### src/rtl/persiana_pkg.sv
// persiana_pkg: shared state/command types for the blind motor driver.
package persiana_pkg;
  typedef enum logic [2:0] {IDLE, RAMP, RUN, BRAKE, FAULT} state_e;
  typedef enum logic [1:0] {CMD_STOP = 2'b00, CMD_UP = 2'b01, CMD_DOWN = 2'b10} cmd_e;
  function automatic cmd_e decode(input logic sub, input logic baj);
    return (sub & ~baj) ? CMD_UP : (baj & ~sub) ? CMD_DOWN : CMD_STOP;
  endfunction
endpackage

### src/rtl/persiana_sync2.sv
// persiana_sync2: W-bit two-flop synchronizer with async active-high reset.
module persiana_sync2 #(
  parameter int W = 1
) (
  input  logic         clk,
  input  logic         reseteo,
  input  logic [W-1:0] d,
  output logic [W-1:0] q
);
  logic [W-1:0] m;
  always_ff @(posedge clk or posedge reseteo)
    if (reseteo) {q, m} <= '0;
    else {q, m} <= {m, d};
endmodule

### src/rtl/persiana_motor_driver.sv
// persiana_motor_driver: H-bridge driver with soft-start PWM, dead-time and run watchdog.
module persiana_motor_driver
  import persiana_pkg::*;
#(
  parameter int PWM_BITS    = 8,
  parameter int DUTY_MIN    = 64,
  parameter int RAMP_DIV    = 4,
  parameter int DEAD_CYCLES = 16,
  parameter int TO_W        = 24,
  parameter int TIMEOUT     = 12_000_000
) (
  input  logic                clk,
  input  logic                reseteo,
  input  logic                subir,
  input  logic                bajar,
  input  logic                fin_sup,
  input  logic                fin_inf,
  output logic                in_a,
  output logic                in_b,
  output logic                motor_on,
  output logic [PWM_BITS-1:0] duty,
  output logic                fault
);
  localparam int RW = RAMP_DIV > 1 ? $clog2(RAMP_DIV) : 1;
  localparam int DW = DEAD_CYCLES > 1 ? $clog2(DEAD_CYCLES) : 1;
  localparam logic [PWM_BITS-1:0] DMAX  = '1;
  localparam logic [PWM_BITS-1:0] DMIN  = PWM_BITS'(DUTY_MIN);
  localparam logic [RW-1:0]       RLAST = RW'(RAMP_DIV - 1);
  localparam logic [DW-1:0]       DLAST = DW'(DEAD_CYCLES - 1);
  localparam logic [TO_W-1:0]     WLAST = TO_W'(TIMEOUT - 1);

  logic [3:0] s;
  logic s_sub, s_baj, fs, fi;
  persiana_sync2 #(.W(4)) u_sync (
    .clk    (clk),
    .reseteo(reseteo),
    .d      ({fin_inf, fin_sup, bajar, subir}),
    .q      (s)
  );
  assign {fi, fs, s_baj, s_sub} = s;

  cmd_e cmd, dir, dir_n;
  state_e st, st_n;
  logic [PWM_BITS-1:0] pc, pc_n, duty_n;
  logic [RW-1:0] rc, rc_n;
  logic [DW-1:0] dc, dc_n;
  logic [TO_W-1:0] wd, wd_n;
  logic go, hit, act_n, pwm_n;

  assign cmd  = decode(s_sub, s_baj);
  assign go   = (cmd == CMD_UP && !fs) || (cmd == CMD_DOWN && !fi);
  assign hit  = (cmd != dir) || (dir == CMD_UP && fs) || (dir == CMD_DOWN && fi);
  assign pc_n = pc + 1'b1;

  // Next-state decode; every register below loads from these so outputs track state on the same edge.
  always_comb begin
    st_n   = st;
    dir_n  = dir;
    duty_n = '0;
    rc_n   = '0;
    dc_n   = '0;
    wd_n   = '0;
    if (st != FAULT && fs && fi) st_n = FAULT;
    else
      case (st)
        IDLE: if (go) begin
          st_n   = RAMP;
          dir_n  = cmd;
          duty_n = DMIN;
        end
        RAMP, RUN:
          if (wd == WLAST) st_n = FAULT;
          else if (hit) st_n = BRAKE;
          else if (st == RUN) begin
            wd_n   = wd + 1'b1;
            duty_n = DMAX;
          end else begin
            wd_n   = wd + 1'b1;
            rc_n   = (rc == RLAST) ? '0 : rc + 1'b1;
            duty_n = (rc == RLAST && duty != DMAX) ? duty + 1'b1 : duty;
            st_n   = (duty_n == DMAX) ? RUN : RAMP;
          end
        BRAKE: begin
          dc_n = (dc == DLAST) ? '0 : dc + 1'b1;
          st_n = (dc == DLAST) ? IDLE : BRAKE;
        end
        FAULT: st_n = (cmd == CMD_STOP && !(fs && fi)) ? IDLE : FAULT;
        default: st_n = IDLE;
      endcase
  end

  assign act_n = (st_n == RAMP) || (st_n == RUN);
  assign pwm_n = pc_n < duty_n;

  always_ff @(posedge clk or posedge reseteo)
    if (reseteo) begin
      st       <= IDLE;
      dir      <= CMD_STOP;
      pc       <= '0;
      rc       <= '0;
      dc       <= '0;
      wd       <= '0;
      duty     <= '0;
      in_a     <= 1'b0;
      in_b     <= 1'b0;
      motor_on <= 1'b0;
      fault    <= 1'b0;
    end else begin
      st       <= st_n;
      dir      <= dir_n;
      pc       <= pc_n;
      rc       <= rc_n;
      dc       <= dc_n;
      wd       <= wd_n;
      duty     <= duty_n;
      in_a     <= act_n && pwm_n && dir_n == CMD_UP;
      in_b     <= act_n && pwm_n && dir_n == CMD_DOWN;
      motor_on <= act_n;
      fault    <= st_n == FAULT;
    end
endmodule

### config.mk
export PLATFORM = sky130hd
export DESIGN_NAME = persiana_motor_driver
export DESIGN_NICKNAME = d
export VERILOG_FILES = /design/src/rtl/persiana_pkg.sv /design/src/rtl/persiana_sync2.sv /design/src/rtl/persiana_motor_driver.sv
export SDC_FILE = /design/constraint.sdc
export NUM_CORES = 1
export LEC_CHECK = 0
export CELL_PAD_IN_SITES_DETAIL_PLACEMENT = 1
export CELL_PAD_IN_SITES_GLOBAL_PLACEMENT = 1
export CORE_MARGIN = 5
export CORE_UTILIZATION = 42
export CTS_BUF_LIST = sky130_fd_sc_hd__clkbuf_4 sky130_fd_sc_hd__clkbuf_8 sky130_fd_sc_hd__clkbuf_16
export CTS_CLUSTER_SIZE = 25
export DETAILED_ROUTE_END_ITERATION = 10
export PLACE_DENSITY_LB_ADDON = 0.1
export RECOVER_POWER = 50
export SLEW_MARGIN = 0
export SYNTH_ARGS = -nofsm -noshare
export SYNTH_HDL_FRONTEND = slang
export SYNTH_SLANG_ARGS = --single-unit
### constraint.sdc
create_clock -name clk -period 3 [get_ports clk]
set_input_delay 0.3 -clock clk [delete_from_list [all_inputs] [get_ports clk]]
set_output_delay 0.3 -clock clk [all_outputs]
set_load 0.1 [all_outputs]
==> impl_results.md <==
- Synth-to-Final Area Change: 20.0%
- Die W: 99 microns
- FMAX: 0.349 GHz
- Worst R2R End: in_b$_DFF_PP0_
- Syn Area/Cell: slightly below 10 sq um
- WP data required: between 3000 and 4000 ps
- GPL Wtd Cong: 0.794
- Vias in the first global route: between 2,000 and 3,000
- Yosys warning total: 0
- Final Slew Violations: 64
- H-tree depth: 3
- Final ANT Viol Nets: 0
- Avg WL per Cell: about 16 microns
- Status: finished, violations left
- Syn_nets: about 370
- #FFs+latches synth: 63
- Share of cells above drive strength 1: 0.174
- Initial core utilization: 0.431
- EDFF count, synth: 0
- Most frequent cells in the layout: 58 x dfrtp_1, 41 x nor2_1, 36 x nand2_1
- TritonCTS clock tree: done
- Setup crit end kind: flip-flop
- Clock Tree Buf Depth: 2
- Clk sink count: between 60 and 70
- Non-Filler Instances: 492
- Die Y-Extent: between 90 and 100 microns
- Largest net degree at the start of global routing: 64
- LEAKAGE: 0.00163 uW
- IO Port Bufs: 17
- Full die area: just under 10,000 sq um
- Violated checks: max-capacitance violations, max-slew violations
- Clock skew: 9.29 ps
- Total GRT Usage: 0.170
- Placed Cells: 475
- Final setup fails: 0
- Most used DFF post-synth: dfrtp_1
- Async set or reset register ratio after synthesis: 1.00
- Hold EP: u_sync.q[3]$_DFF_PP0_
- Max-Slew Margin vs Limit: -0.0111
- CTS Hold Bufs: 0
- Detailed Routing Iterations Pass 1: 4
- Gr ovfl total: 0
- Min-delay worst type: flip-flop to flip-flop
- Post-synth top area cell: dfrtp_1
- Slowest stage delay, CP: slightly below 400 ps
- Num CTS Buffers: 9
- Hpwl dp: 5.60 mm
- Final hold viol count: 0
- Hold Slack: approximately 350 ps
- Dominant cells by area after synthesis: dfrtp_1 47%, xnor2_1 6.3%, ha_1 6.0%
- Via count: 2,639
- First-pass GRT wire length: 13.3 mm
- Distinct cell type count of the synthesized netlist: 47
- Row Count: 32
- Initial antenna violation count: 0
- CP arrival: roughly 3100 ps
- Tcrit/Tclk final: 0.956
- IO Pins: 18
- Min cycle time layout: ~2900 ps
- Skew-Pair Late Insertion Delay: between 300 and 400 ps
- Cell area after layout: between 3000 and 4000 sq um
- Final Util: 0.517
- R2r startpoint: u_sync.q[0]$_DFF_PP0_
- Worst-margin pin slew: roughly 1500 ps
- Hold depth: 0
- Clock transition at path regs: 70 ps
- Total wire length: ~7.6 mm
- Post-DP Area: roughly 3700 sq um
- Most common cell after layout, fill and taps aside: dfrtp_1
- Mapped Cells: between 300 and 400
- Core Area: between 7000 and 8000 sq um
- Post-synthesis sequential area ratio: 0.474
- VDD IR-drop max: ~0.24 mV
- Pwr Density: 569 nW/um^2
- Cell Area, Synth: roughly 3300 sq um
- CTS Root Cell: clkbuf_8
- Nature of the critical path startpoint: flip-flop
- Max FO, Critical Path: 7
- Hold Path Origin: u_sync.m[3]$_DFF_PP0_
- Worst r2r path cells: 14
- Crit Path Class: flip-flop to flip-flop
- Starting DRC count in detailed routing: 47
- Diode count: 0
- Crit path cell chain: inv_1 -> ha_2 -> or3_1 -> a21oi_2 -> or2_4 -> nand3_4 -> buf_6 -> a21o_1 -> ha_1 -> o211ai_1 -> nor2_2 -> o31ai_1 -> a41oi_2 -> a211oi_1
- CP max stage cell: or3_1
- Max-cap viol count: 1
- DRC: 0
- Reg2Reg Setup Slack: 130 ps
- DR vias/cell: between 5 and 6
- Area share of the leading cell type in the synthesized netlist: 0.474
- Fin nets: 407
## where the power goes
part           total (uW)  internal, uW  leakage [uW]  switching, uW
Sequential            948           896      0.000832           51.9
Clock                 852           511      0.000112            341
Combinational         472           167      0.000691            305
Total                2270          1570       0.00163            698
## metal layers
metal	vias to the layer above	track usage	wire length, microns	share of wire
li1	1290	-	-	-
met1	1315	0.212	3540	0.46
met2	24	0.288	3770	0.49
met3	10	0.0354	191	0.025
met4	0	0.0672	140	0.018
met5	-	0	0	0
## flip-flops by register name (all words and copies together), names as in the netlist, 2 cells and up
name      cells
wd           24
u_sync.q      4
dir           2
st            3
duty          8
dc            4
rc            2
u_sync.m      4
pc            8
## Yosys cell counts (3+ instances only)
cell type  instances
dfrtp_1           63
nor2_1            42
nand2_1           36
xnor2_1           24
a21oi_1           17
nand3_1           17
ha_1              16
inv_1             14
nor3_1            13
xor2_1             9
and3_1             7
a21o_1             6
o21ai_0            6
and4_1             5
nand3b_1           5
nand4_1            5
nor4_1             5
a211oi_1           4
buf_2              4
nor2b_1            4
o211ai_1           4
or2_2              4
clkbuf_1           3
## kinds of logic after synthesis
family | after synthesis | share of synthesized area
simple gates | 157 | 0.238
flops | 63 | 0.474
compound gates | 53 | 0.107
xor+xnor | 33 | 0.0869
buf+inv | 22 | 0.0286
fa+ha+maj | 16 | 0.0602
mux | 2 | 0.00602
## worst max-delay path by stage
stage | startpoint | end | slack, ps | depth (start not counted)
after floorplan | duty[4]$_DFF_PP0_ | in_a$_DFF_PP0_ | 4 | 11
after global placement | u_sync.q[0]$_DFF_PP0_ | in_b$_DFF_PP0_ | -10 | 14
after detailed placement | u_sync.q[0]$_DFF_PP0_ | in_a$_DFF_PP0_ | -100 | 14
after CTS | u_sync.q[0]$_DFF_PP0_ | in_b$_DFF_PP0_ | 20 | 14
after global routing | u_sync.q[0]$_DFF_PP0_ | in_b$_DFF_PP0_ | -20 | 14
final | u_sync.q[0]$_DFF_PP0_ | in_b$_DFF_PP0_ | 130 | 14
## repair_timing
item,CTS,global route
endpoints found under the hold margin,0,0
buffers inserted,0,1
pin swaps,1,3
resized for setup,2,9
setup endpoints to repair,2,2
## area by class of cell
cell class / instances / area [sq um]
Clock buffer: 11 / 151
Clock inverter: 5 / 80.1
Fill cell: 890 / 3730
Inverter: 14 / 52.6
Multi-Input combinational cell: 261 / 1700
Sequential cell: 63 / 1580
Tap cell: 102 / 128
Timing Repair Buffer: 36 / 294
## metrics by stage
step | setup TNS [ps] | total power, uW | worst slack (ps)
6_report | 0 | 2270 | 132
5_1_grt | -16.9 | 2410 | -16.9
4_1_cts | 0 | 2280 | 22.6
3_5_place_dp | -190 | 1410 | -95.4
3_3_place_gp | -19.9 | 1410 | -9.96
2_1_floorplan | 0 | 1270 | 3.59
## worst max-delay path: cells and delay by family (launching register included)
family	cells	cell delay (ps)
AOI/OAI and AO/OA	6	950
and+or+nand+nor	4	750
adders and majority gates	2	510
DFF	1	350
buffers and inverters	2	220
Note: power is estimated with default switching activity, not from simulation.
